<file path="src/rtl/voice_playback_feeder.sv">
// Pulls WAVE_SIZE-word waves from the SDRAM voice FIFO into a local buffer and plays one sample per divider tick.
// Sample appears 1 clock after the tick; empty buffer gives silence + o_underrun, full buffer drops words with o_overflow.
module voice_playback_feeder #(
   parameter int WAVE_SIZE   = 16,
   parameter int DATA_WIDTH  = 16,
   parameter int BUF_AW      = 6,
   parameter int SAMPLE_DIV  = 6250,
   parameter int DIV_WIDTH   = 13,
   parameter int REQ_TIMEOUT = 255,
   parameter int GAP_TIMEOUT = 31
) (
   input  logic                  i_clk,
   input  logic                  i_rst,
   input  logic                  i_en,
   output logic                  o_rd,
   input  logic [DATA_WIDTH-1:0] i_rd_data,
   input  logic                  i_rd_ef,
   input  logic                  i_rd_done,
   output logic [DATA_WIDTH-1:0] o_sample,
   output logic                  o_sample_valid,
   output logic                  o_underrun,
   output logic                  o_overflow,
   output logic [BUF_AW:0]       o_level
);

   localparam int DEPTH   = 1 << BUF_AW;
   localparam int TMR_MAX = (REQ_TIMEOUT > GAP_TIMEOUT) ? REQ_TIMEOUT : GAP_TIMEOUT;
   localparam int TMR_W   = $clog2(TMR_MAX + 1);

   localparam logic [BUF_AW:0]       FULL_LVL = (BUF_AW+1)'(DEPTH);
   localparam logic [BUF_AW:0]       REQ_LVL  = (BUF_AW+1)'(DEPTH - WAVE_SIZE);
   localparam logic [DIV_WIDTH-1:0]  DIV_LAST = DIV_WIDTH'(SAMPLE_DIV - 1);
   localparam logic [TMR_W-1:0]      REQ_TMO  = TMR_W'(REQ_TIMEOUT);
   localparam logic [TMR_W-1:0]      GAP_TMO  = TMR_W'(GAP_TIMEOUT);

   typedef enum logic [1:0] {
      S_IDLE,
      S_REQ,
      S_RECV
   } state_t;

   state_t state, state_nxt;

   logic [DATA_WIDTH-1:0] mem [DEPTH];
   logic [BUF_AW:0]       wr_ptr, rd_ptr, wr_nxt, rd_nxt;
   logic [DIV_WIDTH-1:0]  div;
   logic [TMR_W-1:0]      tmr;
   logic                  tick, full, empty, push, pop;
   logic                  rd_req, tmr_clr;

   assign full  = (o_level == FULL_LVL);
   assign empty = (o_level == '0);
   assign push  = i_rd_ef && !full;
   assign tick  = (div == DIV_LAST) && i_en;
   assign pop   = tick && !empty;

   assign wr_nxt = wr_ptr + {{BUF_AW{1'b0}}, push};
   assign rd_nxt = rd_ptr + {{BUF_AW{1'b0}}, pop};

   // Capture runs regardless of FSM state so late words from a closed request are still kept.
   always_ff @(posedge i_clk) begin
      if (push) begin
         mem[wr_ptr[BUF_AW-1:0]] <= i_rd_data;
      end
   end

   always_ff @(posedge i_clk or posedge i_rst) begin
      if (i_rst) begin
         wr_ptr  <= '0;
         rd_ptr  <= '0;
         o_level <= '0;
      end else begin
         wr_ptr  <= wr_nxt;
         rd_ptr  <= rd_nxt;
         o_level <= wr_nxt - rd_nxt;
      end
   end

   always_ff @(posedge i_clk or posedge i_rst) begin
      if (i_rst) begin
         div <= '0;
      end else if (!i_en || tick) begin
         div <= '0;
      end else begin
         div <= div + 1'b1;
      end
   end

   always_ff @(posedge i_clk or posedge i_rst) begin
      if (i_rst) begin
         o_sample       <= '0;
         o_sample_valid <= 1'b0;
         o_underrun     <= 1'b0;
         o_overflow     <= 1'b0;
      end else begin
         o_sample_valid <= tick;
         o_underrun     <= tick && empty;
         o_overflow     <= i_rd_ef && full;
         if (pop) begin
            o_sample <= mem[rd_ptr[BUF_AW-1:0]];
         end else if (tick) begin
            o_sample <= '0;
         end
      end
   end

   always_ff @(posedge i_clk or posedge i_rst) begin
      if (i_rst) begin
         state <= S_IDLE;
         o_rd  <= 1'b0;
         tmr   <= '0;
      end else begin
         state <= state_nxt;
         o_rd  <= rd_req;
         tmr   <= tmr_clr ? '0 : tmr + 1'b1;
      end
   end

   // A valid word wins over a dropped enable so a wave already flowing is finished.
   always_comb begin
      state_nxt = state;
      case (state)
         S_IDLE: begin
            if (i_en && (o_level <= REQ_LVL)) begin
               state_nxt = S_REQ;
            end
         end
         S_REQ: begin
            if (i_rd_ef) begin
               state_nxt = S_RECV;
            end else if (!i_en || (tmr == REQ_TMO)) begin
               state_nxt = S_IDLE;
            end
         end
         S_RECV: begin
            if (i_rd_done) begin
               state_nxt = S_IDLE;
            end else if (!i_rd_ef && (tmr == GAP_TMO)) begin
               state_nxt = S_IDLE;
            end
         end
         default: state_nxt = S_IDLE;
      endcase
   end

   always_comb begin
      rd_req  = (state_nxt == S_REQ) || (state_nxt == S_RECV);
      tmr_clr = (state == S_IDLE) || (state_nxt != state) || i_rd_ef;
   end

endmodule

</file>
<file path="config.mk">
export PLATFORM = sky130hd
export DESIGN_NAME = voice_playback_feeder
export DESIGN_NICKNAME = d
export VERILOG_FILES = /design/src/rtl/voice_playback_feeder.sv
export SDC_FILE = /design/constraint.sdc
export NUM_CORES = 1
export LEC_CHECK = 0
export ABC_AREA = 1
export CELL_PAD_IN_SITES_DETAIL_PLACEMENT = 1
export CELL_PAD_IN_SITES_GLOBAL_PLACEMENT = 1
export CORE_ASPECT_RATIO = 1.1
export CORE_MARGIN = 5
export CORE_UTILIZATION = 40
export CTS_BUF_LIST = sky130_fd_sc_hd__clkbuf_4 sky130_fd_sc_hd__clkbuf_8
export CTS_CLUSTER_SIZE = 12
export DETAILED_ROUTE_END_ITERATION = 8
export PLACE_DENSITY = 0.66
export SLEW_MARGIN = 20
export SYNTH_ARGS = -nofsm -noshare
export SYNTH_HDL_FRONTEND = slang
export SYNTH_SLANG_ARGS = --single-unit
</file>
<file path="constraint.sdc">
create_clock -name i_clk -period 6 [get_ports i_clk]
set_clock_uncertainty 0.15 [all_clocks]
set_input_delay 1.2 -clock i_clk [delete_from_list [all_inputs] [get_ports i_clk]]
set_output_delay 1.2 -clock i_clk [all_outputs]
set_load 0.01 [all_outputs]
</file>
; After elaboration in Yosys (flattened, before gate mapping)
; Memory sizes are Yosys's and may differ from the RTL's.
; Index checks and enable logic that the tools add are counted.
[totals]
mem_bits_rw = 1024
memories = 1
wordCells = 58
regBits = 64
[memory_table]
columns = memory, words, word_bits, rd, rd_ports_with_merged_regs, write_ports, line
row1 = mem, 64, 16, 1, 0, 1, 44  ; logic [DATA_WIDTH-1:0] mem [DEPTH];
[classes]
n_mux = 12
order_cmp = 1
n_reduce_logical = 19
addsub = 5
n_eq_ne = 9
[op_table]
columns = op, n
row1 = 16-bit 2-to-1 mux, 2
row2 = 7-bit by 1-bit adder with 7-bit output, 2
row3 = "13-bit by 1-bit adder with 13-bit output, second input constant", 1
row4 = "13-bit equality test, second input constant", 1
row5 = 13-bit 2-to-1 mux, 1
row6 = 2-bit 2-to-1 mux, 5
row7 = "8-bit by 1-bit adder with 8-bit output, second input constant", 1
row8 = "8-bit by 5-bit equality test with 1-bit output, second input constant", 1
row9 = "8-bit equality test, second input constant", 1
row10 = 8-bit 2-to-1 mux, 1
row11 = "7-bit equality test, second input constant", 1
row12 = "7-bit by 6-bit less-or-equal comparator with 1-bit output, second input constant", 1
row13 = 1-bit logical AND, 7
row14 = 7-bit logical NOT, 1
row15 = 7-bit subtractor, 1
row16 = 2-bit one-hot mux with 3 select lines, 1
row17 = 1-bit logical OR, 5
row18 = "2-bit by 1-bit equality test with 1-bit output, second input constant", 2
row19 = "2-bit equality test, second input constant", 2
row20 = 1-bit logical NOT, 4
row21 = 2-bit logical NOT, 1
row22 = 1-bit 2-to-1 mux, 2
row23 = 2-bit != test, 1
row24 = 2-bit nonzero test, 1

; Logic depth before layout (Yosys ltp)
; Gate-level depths: netlist of the first run.
[depth]
word_depth = 9
ltp_mapped = 22
ltp_nobuf = 22

; Worst setup path after synthesis of the first run
; OpenSTA, ideal clock, no wires.
[synth_timing]
kind = input to register
start = in i_rd_ef
end = reg o_level[5]
stages = 12
setup_slack_ns = 2.643
t_required_ns = 5.733
t_arrival_ns = 3.091
setup_time_ns = 0.117
cell_sequence = inv_1 > a31oi_2 > ha_1 > ha_1 > xor2_1 > ha_1 > nand2_1 > nor2_1 > a211oi_1 > o211ai_1 > nand3b_1 > nand2_1
[synth_between]
elab_chain_cells = 3
[synth_rtl]
columns = item, line
row1 = start: declaration, 17  ; input logic i_rd_ef,
row2 = 1-bit logical AND, 53  ; assign push = i_rd_ef && !full;
row3 = 7-bit by 1-bit adder with 7-bit output, 57  ; assign wr_nxt = wr_ptr + {{BUF_AW{1'b0}}, push};
row4 = net wr_nxt[2], 45  ; logic [BUF_AW:0] wr_ptr, rd_ptr, wr_nxt, rd_nxt;
row5 = 7-bit subtractor, 75  ; o_level <= wr_nxt - rd_nxt;
row6 = end signal: assignment, 75
row7 = end: declaration, 23  ; output logic [BUF_AW:0] o_level
; The timed path passes the listed nets, and every way through them passes these cells.
; A chain may end at the register's enable or synchronous reset.

; Worst setup path after layout of the first run
[layout_timing]
start = reg div[1]
end = reg o_level[5]
[layout_between]
elab_chain_cells = 5
[layout_rtl]
columns = item, line
row1 = start: declaration, 46  ; logic [DIV_WIDTH-1:0] div;
row2 = start signal: assignment, 85  ; div <= div + 1'b1;
row3 = 13-bit equality test, 54  ; assign tick = (div == DIV_LAST) && i_en;
row4 = 1-bit logical AND, 54
row5 = net tick, 48  ; logic tick, full, empty, push, pop;
row6 = 1-bit logical AND, 55  ; assign pop = tick && !empty;
row7 = 7-bit by 1-bit adder with 7-bit output, 58  ; assign rd_nxt = rd_ptr + {{BUF_AW{1'b0}}, pop};
row8 = net rd_nxt[2], 45
row9 = 7-bit subtractor, 75
; The timed path passes the listed nets, and every way through them passes these cells.

==> results of run 1 <==
## metal layers
metal  vias up  routed length, µm
li1      14500                  -
met1     15900              62800
met2       904              62200
met3       228               8240
met4         2               4520
met5         -                 15
## cell families after synthesis
family / share of synthesized area, %
simple gates: 20.7
flops: 70.3
buf+inv: 6.38
compound gates: 2.00
xor+xnor: 0.323
fa+ha+maj: 0.342
## worst register-to-register path, stage by stage, from the launching register on
cell	delay (ps)
dfrtp_1	400
inv_1	60
ha_1	150
nand4_1	110
or3_1	410
nor2_1	150
inv_1	80
nor2_1	130
ha_1	220
ha_1	250
xor2_1	250
inv_1	120
ha_1	370
nand2_1	100
nor2_1	40
a211oi_1	340
o211ai_1	160
nand3b_1	100
nand2_1	50
## worst paths after layout
check / to / slack (ps) / cells past startpoint / from
setup / recovery: o_level[5]$_DFF_PP0_ / 2270 / 18 / div[1]$_DFF_PP0_
hold / removal: tmr[0]$_DFF_PP0_ / 310 / 1 / tmr[0]$_DFF_PP0_
setup reg to reg: o_level[5]$_DFF_PP0_ / 2270 / 18 / div[1]$_DFF_PP0_
hold reg to reg: tmr[0]$_DFF_PP0_ / 310 / 1 / tmr[0]$_DFF_PP0_
max in group asynchronous: rd_ptr[1]$_DFF_PP0_ / 4200 / 3 / i_rst
min in group asynchronous: state[0]$_DFF_PP0_ / 800 / 3 / i_rst
## power groups by stage
stage,clock [mW],sequential (mW),combinational [mW]
6_report,6.33,8.75,1.33
3_3_place_gp,0,8.90,1.30
5_1_grt,6.86,8.77,1.45
3_5_place_dp,0,8.91,1.33
2_1_floorplan,0,8.87,0.701
4_1_cts,6.49,8.76,1.34
## flip-flops by register name, indices dropped and copies added (netlist names)
name,count
wr_ptr,7
o_underrun,1
rd_ptr,7
o_sample,16
state,2
o_sample_valid,1
mem,1024
tmr,8
o_overflow,1
o_rd,1
o_level,7
div,13
## Yosys cell counts (2+ instances only)
library cell     n  area (µm²)
nor2_1         237         890
buf_2          128         641
buf_1           18        67.6
clkbuf_1        55         206
nand4_1         17         106
nand3_1        583        2920
buf_6            4        45.0
o211ai_1        49         368
a21oi_1         53         265
xor2_1          12         105
o21ai_1          3        15.0
nand2_1       1456        5470
buf_4           12        90.1
ha_1            11         138
and3_1          16         100
nand3b_1         2        15.0
nor3_1           4        20.0
o21ai_0         49         245
clkinv_1         2        7.51
xnor2_1          5        43.8
dfrtp_1         64        1600
edfxtp_1      1024       30700
inv_1          498        1870
## cell type report
cell class                      count  share of cell area (%)
Antenna cell                        2                 0.00968
Clock buffer                      260                    6.09
Clock inverter                     52                   0.540
Inverter                          502                    3.69
Multi-Input combinational cell   2504                    20.8
Sequential cell                  1088                    62.6
Tap cell                         1518                    3.68
Timing Repair Buffer              155                    2.54
## through the flow
step	total power, mW	area, µm²
floorplan	9.57	46000
detailed placement	10.2	48200
global route	17.1	51700
CTS	16.6	51700
global placement	10.2	48200
finish	16.4	51700
==> Implementation_results.wiki, run 1 <==
{| class="wikitable"
! Metric !! Value
|-
| Most common library cell in the layout ignoring fill and taps || nand2_1
|-
| Number of flops mapped to enable cells by yosys || slightly above 1,000
|-
| Post-synthesis cell type count || 32
|-
| Smallest hold slack || 311 ps
|-
| Core footprint || between 100,000 and 150,000 µm²
|-
| CP endpoint kind || flop
|-
| CP delay by family, top || simple AND/OR/NAND/NOR gates
|-
| Post-route setup TNS || 0 ps
|-
| Post-route fraction of the period consumed by the critical path || 62.1%
|-
| Setup CP Type || reg2reg
|-
| Switching part of the total power || 24.6%
|-
| Number of buffers created by CTS || approximately 170
|-
| Most common flop cell mapped by yosys || edfxtp_1
|-
| Max VDD drop || 0.000213 V
|-
| DPL Wire Length || 79,200 µm
|-
| Vias || around 32,000
|-
| Most frequent cells in the layout || nand2_1, edfxtp_1, nand3_1
|-
| Clock latency on the worst-skew pair || 880 ps
|-
| Highest clock rate || 268 MHz
|-
| Number of gates resized after cts || 0
|-
| Combinational fraction of design power || 8.1%
|-
| Number of DRC markers after the initial detailed-route iteration || between 2,000 and 3,000
|-
| Number of placed instances, taps included || 5,767
|-
| Die span in x || 334 µm
|-
| Ratio of routed vias to standard cells || between 5 and 6
|-
| CTS H-Tree Depth || 4
|-
| Met2 routing resource usage after global routing || between 30% and 40%
|-
| Final Critical Period || 3730 ps
|-
| Final-layout fill cell count || 12,500
|-
| Clock edge transition at the registers on the reported setup and hold paths || around 60 ps
|-
| Gate count of the mapped netlist || 4,311
|-
| Type of origin of the critical path || flop
|-
| Syn Std Cell Area || 46,000 µm²
|-
| Delay contributed by the slowest stage of the critical path || about 410 ps
|-
| Critical-path maximum fanout || 4
|-
| Total iterations of the first detailed-routing run || 5
|-
| Fraction of layout cells with a size suffix above 1 || 9.08%
|-
| Worst slew slack as a fraction of its limit || 25.8%
|-
| Setup Viol. Count Final || 0
|-
| Synth Net Count || 4,344
|-
| Clock share of power || about 39%
|-
| Placer's final routability congestion estimate || 0.807
|-
| GRT Max-Usage Layer || met2
|-
| Final critical-path setup slack || 2270 ps
|-
| Number of warnings printed during yosys synthesis || 0
|-
| Leakage power || 20.8 nW
|-
| Part of the power in registers || about 53%
|-
| Minimum setup slack after placement || 1580 ps
|-
| Antenna viol nets, final || 0
|-
| Signed area change from the synthesized netlist to the final layout || 12.2%
|-
| Critical path, cell by cell || inv_1, ha_1, nand4_1, or3_1, nor2_1, inv_1, nor2_1, ha_1, ha_1, xor2_1, inv_1, ha_1, nand2_1, nor2_1, a211oi_1, o211ai_1, nand3b_1, nand2_1
|-
| Sequential cell area || 32,400 µm²
|-
| Post-Layout Cell Count || 6,081
|-
| All-Layer GR Usage || between 20% and 30%
|-
| Wire length of the first global-routing pass || 205,000 µm
|-
| Worst-Margin Slew || roughly 1100 ps
|-
| Largest net degree at the start of global routing || around 180
|-
| Sequential element share of the synthesized area || 70.3%
|-
| Post-synth ARST share || 5.88%
|-
| Cell with the most instances on the worst path || ha_1
|-
| GRT overflow || 0
|-
| Die Height || 366 µm
|-
| Critical path required time || 6620 ps
|-
| Starting density of the core || 40.3%
|-
| Hold bufs inserted after CTS || 0
|-
| Total wire length after detailed routing || 138,000 µm
|-
| Critical path's slowest cell || or3_1
|-
| Number of post-CTS setup repair buffers || 0
|-
| Unrepaired setup endpoints after global routing || no
|-
| Synthesized area per cell || between 10 and 15 µm²
|-
| Die footprint || 122,000 µm²
|-
| Number of antenna violations at the first check in global routing || 6
|-
| Switching power summed over all nets || 4.04 mW
|-
| Number of core rows || 130
|-
| Final-report hold violation count || 0
|-
| Fraction of met3 tracks used by global routing || 3.44%
|-
| Vias in the first global route || 31,700
|-
| Run status || completed
|-
| FF+latch count, synth || 1,088
|-
| Maxcap violations || 0
|-
| CTS sink cnt || about 1,100
|-
| Internal Pwr Total || 12.4 mW
|-
| Io pins || 48
|-
| Global routing met1 resource utilization || 32.6%
|-
| Number of nets in the finished design || 4,458
|-
| Final routed wire length divided by cell count || 22.7 µm
|-
| Areal power density over the cells || 318 nW/µm²
|-
| Clock Path Buffers || 3
|-
| Footprint of the multi-input gates || ~11,000 µm²
|-
| Remaining design rule violation count || 0
|-
| CP Data Arrival Time || 4350 ps
|-
| Clock tree root buffer cell || clkbuf_8
|-
| Buffers added on ports || 47
|-
| Hold Path Class || reg2reg
|-
| Fraction of the core area covered by cells at the end of the flow || 45.2%
|-
| Crit path buffers/inverters || 3
|-
| TritonCTS clock tree || built
|-
| Max Slew Vio Count || 0
|}
Power figures use the tool's default switching activity.
==> inputs of run 2 (changes only) <==
--- a/config.mk
+++ b/config.mk
@@ -14,7 +14,7 @@
 export CTS_BUF_LIST = sky130_fd_sc_hd__clkbuf_4 sky130_fd_sc_hd__clkbuf_8
 export CTS_CLUSTER_SIZE = 12
 export DETAILED_ROUTE_END_ITERATION = 8
-export PLACE_DENSITY = 0.66
+export PLACE_DENSITY = 0.69
 export SLEW_MARGIN = 20
 export SYNTH_ARGS = -nofsm -noshare
 export SYNTH_HDL_FRONTEND = slang
==> constraint.sdc (replaced) <==
create_clock -name i_clk -period 3.4 [get_ports i_clk]
set_clock_uncertainty 0.15 [all_clocks]
set_input_delay 0.68 -clock i_clk [delete_from_list [all_inputs] [get_ports i_clk]]
set_output_delay 0.68 -clock i_clk [all_outputs]
set_load 0.01 [all_outputs]
==> run 2 against run 1 <==
  * Register-to-register slack worse by 2100 ps
  * Global-route usage up 0.19 points
  * Setup slack worse by 2100 ps
  * Wire length up 1.9%
  * Maximum frequency up 14%
  * Clock power up 75%
  * Die area unchanged
==> Implementation_results.wiki, run 2 (same netlist as run 1, synthesis figures left out) <==
{| class="wikitable"
! Metric !! Value
|-
| Final Critical Period || ~3300 ps
|-
| Hold Path Class || in2reg
|-
| Final routed wire length divided by cell count || 22.7 µm
|-
| All-Layer GR Usage || 22.5%
|-
| Total iterations of the first detailed-routing run || 5
|-
| Ratio of routed vias to standard cells || 5.20
|-
| Critical path required time || 4030 ps
|-
| CTS sink cnt || 1,088
|-
| Vias in the first global route || 32,800
|-
| Number of nets in the finished design || 4,559
|-
| CP Data Arrival Time || slightly below 4000 ps
|-
| CP delay by family, top || simple AND/OR/NAND/NOR gates
|-
| Critical-path maximum fanout || 4
|-
| Leakage power || between 20 and 25 nW
|-
| Maxcap violations || 0
|-
| Die span in x || 334 µm
|-
| Type of origin of the critical path || flop
|-
| Clock Path Buffers || 3
|-
| Total wire length after detailed routing || 140,000 µm
|-
| Critical path, cell by cell || inv_1, ha_1, nand4_1, or3_4, nor2_2, inv_1, nor2_2, ha_2, ha_2, xor2_2, inv_1, ha_4, nand2_1, nor2_1, a211oi_2, o211ai_1, nand2_1, nand2_1, nand2_1
|-
| Signed area change from the synthesized netlist to the final layout || 14.7%
|-
| Vias || about 32,000
|-
| Delay contributed by the slowest stage of the critical path || about 400 ps
|-
| Number of antenna violations at the first check in global routing || 1
|-
| Max VDD drop || about 0.00027 V
|-
| Most common library cell in the layout ignoring fill and taps || nand2_1
|-
| Io pins || 48
|-
| Setup Viol. Count Final || 0
|-
| Worst-Margin Slew || 936 ps
|-
| Post-route fraction of the period consumed by the critical path || 96.2%
|-
| GRT overflow || 0
|-
| Number of DRC markers after the initial detailed-route iteration || 2,987
|-
| Critical path's slowest cell || or3_4
|-
| Setup CP Type || reg2reg
|-
| Die Height || 366 µm
|-
| Fraction of the core area covered by cells at the end of the flow || 46.2%
|-
| Highest clock rate || roughly 300 MHz
|-
| Die footprint || ~120,000 µm²
|-
| Area of all placed cells without fillers || ~53,000 µm²
|-
| CTS H-Tree Depth || 4
|-
| Remaining design rule violation count || 0
|-
| Wire length of the first global-routing pass || 206,000 µm
|-
| Flip-flop count of the largest register, all copies and words added || between 1,000 and 1,500
|-
| Placer's final routability congestion estimate || 0.853
|-
| Buffers added on ports || 47
|-
| Number of buffers created by CTS || 178
|-
| Antenna viol nets, final || 0
|-
| Run status || completed
|-
| Starting density of the core || 40.3%
|-
| CP endpoint kind || flop
|-
| Final-report hold violation count || 0
|-
| Clock latency on the worst-skew pair || ~890 ps
|-
| TritonCTS clock tree || built
|-
| Clock edge transition at the registers on the reported setup and hold paths || 70 ps
|-
| Clock tree root buffer cell || clkbuf_8
|-
| Areal power density over the cells || 551 nW/µm²
|-
| Post-route setup TNS || 0 ps
|-
| Post-place instance area || 49,300 µm²
|-
| Crit path buffers/inverters || 3
|-
| DPL Wire Length || a little under 90,000 µm
|-
| Worst slew slack as a fraction of its limit || 37.6%
|-
| Fraction of layout cells with a size suffix above 1 || ~11%
|-
| Most frequent cells in the layout || nand2_1, edfxtp_1, nand3_1
|-
| Largest net degree at the start of global routing || 86
|-
| Number of core rows || 130
|-
| Core footprint || 114,000 µm²
|-
| Cell with the most instances on the worst path || nand2_1
|-
| Max Slew Vio Count || 0
|}
run 2: worst reg2reg max path: stages (launching register included):
cell and delay (ps):
dfrtp_1 380, inv_1 60, ha_1 140, nand4_1 120
or3_4 400, nor2_2 100, inv_1 70, nor2_2 90
ha_2 200, ha_2 220, xor2_2 170, inv_1 100
ha_4 300, nand2_1 50, nor2_1 140, a211oi_2 70
o211ai_1 220, nand2_1 70, nand2_1 70, nand2_1 50
run 2: per-layer routing:
layer	wire length (µm)	vias to the layer above	global-route usage (%)
met1	60800	16200	30.6
li1	-	14700	-
met5	0	-	0
met3	8740	270	4.21
met4	5470	0	9.00
met2	65400	937	35.8
run 2: worst paths after layout:
check                           cells past startpoint                 endpoint        startpoint  slack, ps
worst max-delay path                               19     o_level[5]$_DFF_PP0_  div[1]$_DFF_PP0_        130
max in group asynchronous                           4  o_sample[4]$_DFFE_PP0P_             i_rst       1690
min in group asynchronous                           3      rd_ptr[3]$_DFF_PP0_             i_rst        590
worst min-delay path                                1     mem[48][8]$_DFFE_PP_      i_rd_data[8]        170
worst min register to register                      1         tmr[0]$_DFF_PP0_  tmr[0]$_DFF_PP0_        320
worst max register to register                     19     o_level[5]$_DFF_PP0_  div[1]$_DFF_PP0_        130
run 2: what timing repair did:
item                                   in CTS  in global routing
pin swaps                                   0                  1
endpoints found under the hold margin      24                  0
setup buffers                               0                  1
setup endpoints to repair                   1                  3
hold buffers                                1                  0
gates resized for setup                     1                  7
run 2: stage by stage:
stage	power (mW)	hold WS (ps)	worst slack, ps	instances
after detailed placement	18.2	310	-199	5862
after floorplan	16.9	283	308	4311
after global placement	18.1	303	-153	5862
after global routing	30.2	124	-39.5	6192
final	29.1	172	129	6194
after CTS	29.3	74.8	32.3	6190
run 2: area by class of cell:
cell class	instances	area [µm²]
Clock inverter	73	340
Tap cell	1518	1900
Antenna cell	3	7.51
Clock buffer	254	3080
Fill cell	12400	61500
Sequential cell	1088	32400
Timing Repair Buffer	252	2410
Multi-Input combinational cell	2504	10800
Inverter	502	1910
run 2: power breakdown:
part	total (mW)	switching, mW	internal, mW
logic	2.55	1.82	0.724
registers	15.4	0.225	15.2
clock network	11.1	5.28	5.83
total	29.1	7.33	21.8
